===== config.mk =====
export PLATFORM = sky130hd
export DESIGN_NAME = orb_frame_former
export DESIGN_NICKNAME = d
export VERILOG_FILES = /design/src/rtl/orb_frame_former.sv
export SDC_FILE = /design/constraint.sdc
export NUM_CORES = 1
export LEC_CHECK = 0
export ABC_CLOCK_PERIOD_IN_PS = 4400
export CAP_MARGIN = 0
export CORE_UTILIZATION = 50
export CTS_CLUSTER_SIZE = 12
export DETAILED_ROUTE_END_ITERATION = 16
export PLACE_DENSITY = 0.72
export SLEW_MARGIN = 10
export SYNTH_ARGS = -nofsm -noshare
export SYNTH_HDL_FRONTEND = slang
export SYNTH_SLANG_ARGS = --single-unit

===== constraint.sdc =====
create_clock -name clk -period 4.4 [get_ports clk]
set_clock_uncertainty 0.1 [all_clocks]
set_input_delay 0.88 -clock clk [delete_from_list [all_inputs] [get_ports clk]]
set_output_delay 0.88 -clock clk [all_outputs]
set_load 0.05 [all_outputs]

===== src/rtl/orb_frame_former.sv =====
// orb_frame_former: reads telemetry words from a buffer and serialises them MSB first at a selectable bit rate,
// marking frame starts and counting frames within a group cycle.
module orb_frame_former #(
    parameter int WORD_W      = 12,
    parameter int ADDR_W      = 11,
    parameter int FRAME_WORDS = 2048,
    parameter int GRP_W       = 5,
    parameter int NUM_GROUPS  = 32
) (
    input  logic              clk,
    input  logic              reset,
    input  logic              iEnable,
    input  logic [2:0]        iMode,
    input  logic [WORD_W-1:0] iWord,
    output logic              oRdEn,
    output logic [ADDR_W-1:0] oAddr,
    output logic              oOrbit,
    output logic              oFrameStart,
    output logic [GRP_W-1:0]  oNumGrp,
    output logic              oGrpOddity,
    output logic              oBusy
);
    localparam int BIT_W = (WORD_W > 1) ? $clog2(WORD_W) : 1;

    typedef enum logic [1:0] {IDLE, PRIME, RUN} state_t;

    state_t            state_q, state_d;
    logic [2:0]        m_q, m_d, m_sel;
    logic [3:0]        per_q, per_d, last_per;
    logic [BIT_W-1:0]  bit_q, bit_d;
    logic [ADDR_W-1:0] wrd_q, wrd_d, addr_q, addr_d, nxt_wrd;
    logic [WORD_W-1:0] sh_q, sh_d, shadow_q, shadow_d;
    logic [GRP_W-1:0]  grp_q, grp_d;
    logic              rd_en_q, rd_en_d, rd_pend_q, rd_pend_d;
    logic              orbit_q, orbit_d, fs_q, fs_d, busy_q, busy_d;
    logic              bit_end, word_end, frame_end;

    assign m_sel     = (iMode > 3'd4) ? 3'd4 : iMode;
    // 1 << 4 wraps to 0 in four bits, so P = 16 still yields a last count of 15
    assign last_per  = (4'd1 << m_q) - 4'd1;
    assign bit_end   = per_q == last_per;
    assign word_end  = bit_end && (bit_q == BIT_W'(WORD_W - 1));
    assign frame_end = word_end && (wrd_q == ADDR_W'(FRAME_WORDS - 1));
    assign nxt_wrd   = frame_end ? '0 : wrd_q + ADDR_W'(1);

    always_comb begin
        state_d   = state_q;
        m_d       = m_q;
        per_d     = per_q;
        bit_d     = bit_q;
        wrd_d     = wrd_q;
        addr_d    = addr_q;
        sh_d      = sh_q;
        grp_d     = grp_q;
        orbit_d   = orbit_q;
        rd_en_d   = 1'b0;
        fs_d      = 1'b0;
        rd_pend_d = rd_en_q;
        shadow_d  = rd_pend_q ? iWord : shadow_q;
        if (state_q == IDLE) begin
            orbit_d = 1'b0;
            if (iEnable) begin
                m_d     = m_sel;
                rd_en_d = 1'b1;
                addr_d  = '0;
                state_d = PRIME;
            end
        end else if (state_q == PRIME) begin
            if (rd_pend_q) begin
                sh_d    = iWord;
                orbit_d = iWord[WORD_W-1];
                per_d   = '0;
                bit_d   = '0;
                wrd_d   = '0;
                rd_en_d = 1'b1;
                addr_d  = ADDR_W'(1);
                fs_d    = 1'b1;
                state_d = RUN;
            end
        end else if (frame_end && !iEnable) begin
            // the prefetched address-0 word in the shadow is simply abandoned
            state_d = IDLE;
            orbit_d = 1'b0;
            addr_d  = '0;
            per_d   = '0;
            bit_d   = '0;
            wrd_d   = '0;
        end else if (word_end) begin
            sh_d    = shadow_q;
            orbit_d = shadow_q[WORD_W-1];
            per_d   = '0;
            bit_d   = '0;
            wrd_d   = nxt_wrd;
            rd_en_d = 1'b1;
            addr_d  = (nxt_wrd == ADDR_W'(FRAME_WORDS - 1)) ? '0 : nxt_wrd + ADDR_W'(1);
            fs_d    = frame_end;
            if (frame_end) begin
                m_d   = m_sel;
                grp_d = (grp_q == GRP_W'(NUM_GROUPS - 1)) ? '0 : grp_q + GRP_W'(1);
            end
        end else if (bit_end) begin
            sh_d    = sh_q << 1;
            orbit_d = sh_q[WORD_W-2];
            per_d   = '0;
            bit_d   = bit_q + BIT_W'(1);
        end else begin
            per_d = per_q + 4'd1;
        end
        busy_d = state_d != IDLE;
    end

    always_ff @(posedge clk or posedge reset) begin
        if (reset) begin
            state_q   <= IDLE;
            m_q       <= '0;
            per_q     <= '0;
            bit_q     <= '0;
            wrd_q     <= '0;
            addr_q    <= '0;
            sh_q      <= '0;
            shadow_q  <= '0;
            grp_q     <= '0;
            rd_en_q   <= 1'b0;
            rd_pend_q <= 1'b0;
            orbit_q   <= 1'b0;
            fs_q      <= 1'b0;
            busy_q    <= 1'b0;
        end else begin
            state_q   <= state_d;
            m_q       <= m_d;
            per_q     <= per_d;
            bit_q     <= bit_d;
            wrd_q     <= wrd_d;
            addr_q    <= addr_d;
            sh_q      <= sh_d;
            shadow_q  <= shadow_d;
            grp_q     <= grp_d;
            rd_en_q   <= rd_en_d;
            rd_pend_q <= rd_pend_d;
            orbit_q   <= orbit_d;
            fs_q      <= fs_d;
            busy_q    <= busy_d;
        end
    end

    assign oRdEn       = rd_en_q;
    assign oAddr       = addr_q;
    assign oOrbit      = orbit_q;
    assign oFrameStart = fs_q;
    assign oNumGrp     = grp_q;
    assign oGrpOddity  = grp_q[0];
    assign oBusy       = busy_q;
endmodule


==> results_dict.tcl, run 1 <==
set metrics [dict create \
    ant_nets 0 \
    wl_per_cell_um 16.7 \
    syn_area_per_cell_um2 9.82 \
    status "finished, final reports clean" \
    dp_hpwl_mm 6.09 \
    arrival_ns 3.98 \
    fmax_ghz 0.260 \
    die_area_mm2 0.00779 \
    met2_usage 0.401 \
    hold_path_class "flop to flop" \
    clock-sinks 68 \
    cp_max_fo 9 \
    grt_max_degree 42 \
    vdd_drop_max_mv 0.277 \
    synth_fa_ha_area_frac 0.0235 \
    first_global_vias 2985 \
    core_area_mm2 0.00721 \
    die_w_um 88.3 \
    worstHoldStart "oRdEn" \
    antenna_found_initial 0 \
    vias 3054 \
    worstPathRequired_ns 4.54 \
    critPathCaptureType "flop" \
    fin_crit_sh 0.873 \
    critical_path_class "flop to flop" \
    yosysUniqueCellTypes 51 \
    synth_edf_count 0 \
    drt-total-wl_mm 8.57 \
    cp.buffers_inverters 1 \
    whs_path_depth 0 \
    use_met1 0.310 \
    r2r_setup_slack_ns 0.56 \
    netlist_area_mm2 0.00372 \
    n_antenna_cell 0 \
    io_buffers 38 \
    fin_setup_tns_ns 0 \
    yosys_register_bits 68 \
    post-route-util 0.609 \
    synth_compound_area_frac 0.189 \
    setup_viol 0 \
    power.leakage_nw 1.82 \
    grt-busiest-layer "met2" \
    start_kind "flop" \
    crit_family "compound AO/OA/AOI/OAI gates" \
    clk_latency_ns 0.35 \
    grtUsageTotal 0.245 \
    drt_first_pass_iters 4 \
    drt_iter0_markers 206 \
    synth.area.mux_share 0.0888 \
    num_rows 31 \
    clk_pin_slew_ns 0.07 \
    cts_resized 0 \
    maxCapViolations 0 \
    synth.net_count 404 \
    hold_end "rd_pend_q" \
    syn_inst 379 \
    synth-xor-area-share 0.0400 \
    final_hold_viol_count 0 \
    path_cells "or3_1, ha_1, xnor2_1, a311oi_1, and4_1, nor2_1, ha_1, nand4b_1, a21oi_1, o221ai_1, a2111oi_0, buf_4, nor2_2, a32o_1" \
    yosys_warnings 0 \
    synth-main-ff-cell "dfrtp_1" \
    synth-async-reset-ratio 1.00 \
    worst_pin_slew_ns 1.05 \
    slew_headroom 0.277 \
    post_cts_buffers 0 \
    die_h_um 88.3 \
    worstReg2RegEnd "oAddr[3]" \
    ctsHoldBuffers 0 \
    use_met3 0.0457 \
    grt_pass1_wl_mm 14.4 \
    crit_top_cell "ha_1" \
    io_pins 39 \
    cts-root-buf "clkbuf_8" \
    rr_worst_depth 14 \
    period_needed_ns 3.84 \
    power_density_mw_per_mm2 290 \
    post-route-drc-count 0 \
    tritoncts "done" \
    avgViaCountPerCell 5.94 \
    synth_seq_area_share 0.457 \
    cts_buffers 9 \
    fin_nets 435 \
    synth_top_family_by_area "compound AO/OA/AOI/OAI gates" \
    synthSimpleGateAreaFrac 0.158 \
    clock_path_buffers 2 \
    start_util 0.516 \
    finalWeightedCongestion 0.913 \
    rsz0062_at_grt "false" \
    area_growth_pct 18.0 \
    cts-htree-levels 3 \
    grt.overflow.total 0 \
    final_layout_size_suffix_gt1_frac 0.108 \
    finalMaxSlewViolations 0 \
    rr_startpoint "m_q[1]" \
    crit_slowest_cell "dfrtp_1" \
    critPathMaxStageDelay_ns 0.46 \
]
-- logic make-up (layout without fill, tap and decap cells) --
kind of cell	count (synthesis)	count (layout)
flip-flops	68	68
multiplexers	31	31
buffers and inverters	39	75
XOR/XNOR	17	17
AO/OA/AOI/OAI	103	103
adder cells (fa/ha/maj)	7	7
AND/OR/NAND/NOR	114	114
-- Yosys cell counts, types with 5 or more instances --
cell type	n	area, um^2
a211oi_1	11	82.6
a21o_1	13	97.6
a21oi_1	12	60.1
a22o_1	5	43.8
clkbuf_1	18	67.6
dfrtp_1	68	1700
ha_1	7	87.6
inv_1	14	52.6
mux2_2	16	180
mux2i_1	15	150
nand2_1	33	124
nand3_1	13	65.1
nand4_1	6	37.5
nor2_1	22	82.6
nor3_1	7	35.0
o21ai_0	28	140
xnor2_1	14	123
-- worst max-delay path by stage --
stage / startpoint / end / slack, ns / cells after the start
after floorplan: m_q[2] / oAddr[3] / 0.65 / 14
after global placement: m_q[2] / oAddr[0] / 0.78 / 14
after detailed placement: m_q[1] / oAddr[3] / 0.60 / 14
after CTS: m_q[1] / oAddr[7] / 0.59 / 14
after global routing: m_q[1] / oAddr[0] / 0.20 / 14
final: m_q[1] / oAddr[3] / 0.56 / 14
-- power breakdown --
group,internal (mW),switching [mW],total (mW)
clock network,0.335,0.250,0.585
registers,0.634,0.00510,0.639
logic,0.0249,0.0240,0.0490
total,0.994,0.279,1.27
-- per-stage QoR --
step	area, um^2	power [mW]	hold slack, ns	worst slack, ns	std cells
final	4390	1.27	0.294	0.561	514
after global routing	4390	1.32	0.304	0.199	514
after CTS	4390	1.29	0.299	0.589	514
after detailed placement	4170	0.702	0.271	0.600	498
after global placement	4170	0.701	0.263	0.780	498
after floorplan	3720	0.676	0.349	0.652	379
-- registers in the layout (all words and copies together), names as in the netlist --
signal and count:
m_q 3, shadow_q 12, sh_q 11, oOrbit 1
oNumGrp 5, oAddr 11, state_q 2, bit_q 4
oBusy 1, oRdEn 1, wrd_q 11, per_q 4
rd_pend_q 1, oFrameStart 1
-- routing by layer --
metal / up-vias / part of all wire
met5: - / 0
met4: 0 / 0.024
met2: 97 / 0.48
met1: 1491 / 0.44
met3: 19 / 0.047
li1: 1447 / -
-- cell usage in the layout (no fill, tap or decap), types with 5 or more instances in the layout --
cell	instances
nand4_1	6
a22o_1	5
nor3_1	7
clkbuf_8	10
nor2_1	22
nand2_1	33
buf_4	7
mux2_2	16
a21o_1	13
inv_1	13
a21oi_1	12
dfrtp_1	68
o21ai_0	28
clkdlybuf4s50_1	38
ha_1	7
a211oi_1	11
xnor2_1	14
mux2i_1	15
nand3_1	13
-- cell type report --
type	instances	area (um^2)
Fill cell	645	2820
Clock buffer	10	138
Clock inverter	6	86.3
Multi-Input combinational cell	272	1860
Inverter	14	52.6
Timing Repair Buffer	45	433
Sequential cell	68	1700
Tap cell	99	124
No activity file was read; power rests on OpenSTA's default activity.
==> run 2, diff against run 1 <==
- ABC_AREA: default -> 1
- GPL_TIMING_DRIVEN: default -> 0
==> results_dict.tcl, run 2 <==
set metrics [dict create \
    avgViaCountPerCell 5.11 \
    start_kind "flop" \
    synth-async-reset-ratio 1.00 \
    worstReg2RegEnd "oAddr[4]" \
    ant_nets 0 \
    io_pins 39 \
    fin_nets 580 \
    worstPathRequired_ns 4.59 \
    ctsHoldBuffers 0 \
    first_global_vias 3254 \
    worstSetupStartpoint "m_q[2]" \
    final_hold_viol_count 0 \
    syn_inst 505 \
    endpoint "oAddr[4]" \
    vias 3369 \
    clock-sinks 68 \
    yosysTopAreaCell "dfrtp_1" \
    die_w_um 89.8 \
    post-route-util 0.633 \
    final_layout_size_suffix_gt1_frac 0.129 \
    largest_register_ffs 12 \
    post-route-drc-count 0 \
    cts_resized 0 \
    r2r_setup_slack_ns 1.18 \
    n_fill_cell 650 \
    place_area_mm2 0.00438 \
    rr_worst_depth 19 \
    start_util 0.525 \
    grt_max_degree 37 \
    regMostFlops "shadow_q" \
    hold_path_class "flop to flop" \
    crit_top_cell "nand2_1" \
    synth_top_cell_area_share 0.442 \
    tritoncts "done" \
    yosys-top-cells-count "nand2_1, dfrtp_1, inv_1, nand3_1, nor2_1" \
    drt_first_pass_iters 4 \
    yosysUniqueCellTypes 35 \
    path_cells "nor2_2, nand2_2, ha_1, inv_1, nand2_1, nand2_1, nand2_1, nor2_4, nand4_2, nand2_1, inv_1, ha_1, nand2_1, nor3_1, nand3_1, nor2_1, nor2_1, nand3_1, nand2_1" \
    cts-root-buf "clkbuf_8" \
    critPathCaptureType "flop" \
    final_cell_mix "nand2_1, dfrtp_1, inv_1" \
    whs_ns 0.292 \
    grt.overflow.total 0 \
    critical_path_class "flop to flop" \
    clk_pin_slew_ns 0.08 \
    power.leakage_nw 2.28 \
    io_buffers 38 \
    maxCapViolations 0 \
    syn_area_per_cell_um2 7.62 \
    synth-main-ff-cell "dfrtp_1" \
    fin_crit_sh 0.732 \
    synth_edf_count 0 \
    num_rows 31 \
    critPathMaxStageDelay_ns 0.41 \
    yosys_register_bits 68 \
    clock_path_buffers 2 \
    drt-total-wl_mm 8.28 \
    cp_max_fo 8 \
    synth_seq_area_share 0.442 \
    n_antenna_cell 0 \
    power.total_mw 1.35 \
    synth_area_leaders "dfrtp_1, nand2_1, nand3_1" \
    drt_iter0_markers 184 \
    grtUsageTotal 0.218 \
    netlist_area_mm2 0.00385 \
    post_cts_buffers 0 \
    die_area_mm2 0.00806 \
    area_growth_pct 20.5 \
    die_h_um 89.8 \
    slew_headroom 0.633 \
    fin_setup_tns_ns 0 \
    power_density_mw_per_mm2 291 \
    period_needed_ns 3.22 \
    vdd_drop_max_mv 0.230 \
    worst_pin_slew_ns 0.550 \
    worstHoldStart "oRdEn" \
    finalWeightedCongestion 0.895 \
    dp_hpwl_mm 6.00 \
    core_area_mm2 0.00733 \
    rr_startpoint "m_q[2]" \
    arrival_ns 3.41 \
    finalMaxSlewViolations 0 \
    cts_buffers 9 \
    clk_latency_ns 0.34 \
    postLayoutCellArea_mm2 0.00464 \
    cts-htree-levels 3 \
    synth.net_count 530 \
    fmax_ghz 0.310 \
    status "finished, final reports clean" \
    yosys_warnings 0 \
    crit_slowest_cell "dfrtp_1" \
    grt_pass1_wl_mm 14.3 \
    antenna_found_initial 0 \
    final_common_cell "nand2_1" \
    rsz0062_at_grt "false" \
    setup_viol 0 \
    wl_per_cell_um 12.6 \
    yosysMostFrequentCell "nand2_1" \
]
[run 2: routing by layer]
metal,routed length [um],GRT usage
met5,0,0
met2,4010,0.378
met4,116,0.0710
met3,310,0.0440
met1,3840,0.272
[run 2: area by class of cell]
type	instances	area, um^2	area share
Inverter	58	229	0.0493
Clock buffer	10	128	0.0275
Tap cell	99	124	0.0267
Timing Repair Buffer	39	400	0.0863
Clock inverter	6	136	0.0294
Sequential cell	68	1700	0.367
Buffer	13	75.1	0.0162
Multi-Input combinational cell	366	1850	0.398
[run 2: logic make-up (layout without fill, tap and decap cells)]
group	count (synthesis)	count (layout)	share of synthesized area
and+or+nand+nor	294	294	0.342
adders and majority gates	7	7	0.0227
DFF	68	68	0.442
buffers and inverters	71	126	0.0783
AOI/OAI and AO/OA	56	56	0.0942
xor gates and xnor gates	9	9	0.0205
[run 2: critical path: cells and delay by family, from the launching register on]
family | cells | cell delay [ns]
adder cells (fa/ha/maj) | 2 | 0.51
flip-flops | 1 | 0.41
buffers and inverters | 2 | 0.13
AND/OR/NAND/NOR | 15 | 2.02
[run 2: report_power, final]
group | switching [mW] | leakage (nW) | internal [mW]
Sequential | 0.00207 | 0.823 | 0.628
Clock | 0.242 | 0.127 | 0.435
Combinational | 0.0231 | 1.33 | 0.0203
Total | 0.267 | 2.28 | 1.08
[run 2: stage by stage]
step	worst slack (ns)	instances
finish	1.18	659
global route	0.785	659
CTS	1.18	659
detailed placement	1.21	643
global placement	0.470	642
floorplan	1.71	505
[run 2: worst min path at each step]
| stage | depth (start not counted) | endpoint | slack [ns] |
|---|---|---|---|
| 6_report | 0 | rd_pend_q | 0.29 |
| 5_1_grt | 0 | rd_pend_q | 0.30 |
| 4_1_cts | 0 | rd_pend_q | 0.30 |
| 3_5_place_dp | 0 | rd_pend_q | 0.28 |
| 3_3_place_gp | 0 | rd_pend_q | 0.28 |
| 2_1_floorplan | 2 | shadow_q[10] | 0.34 |
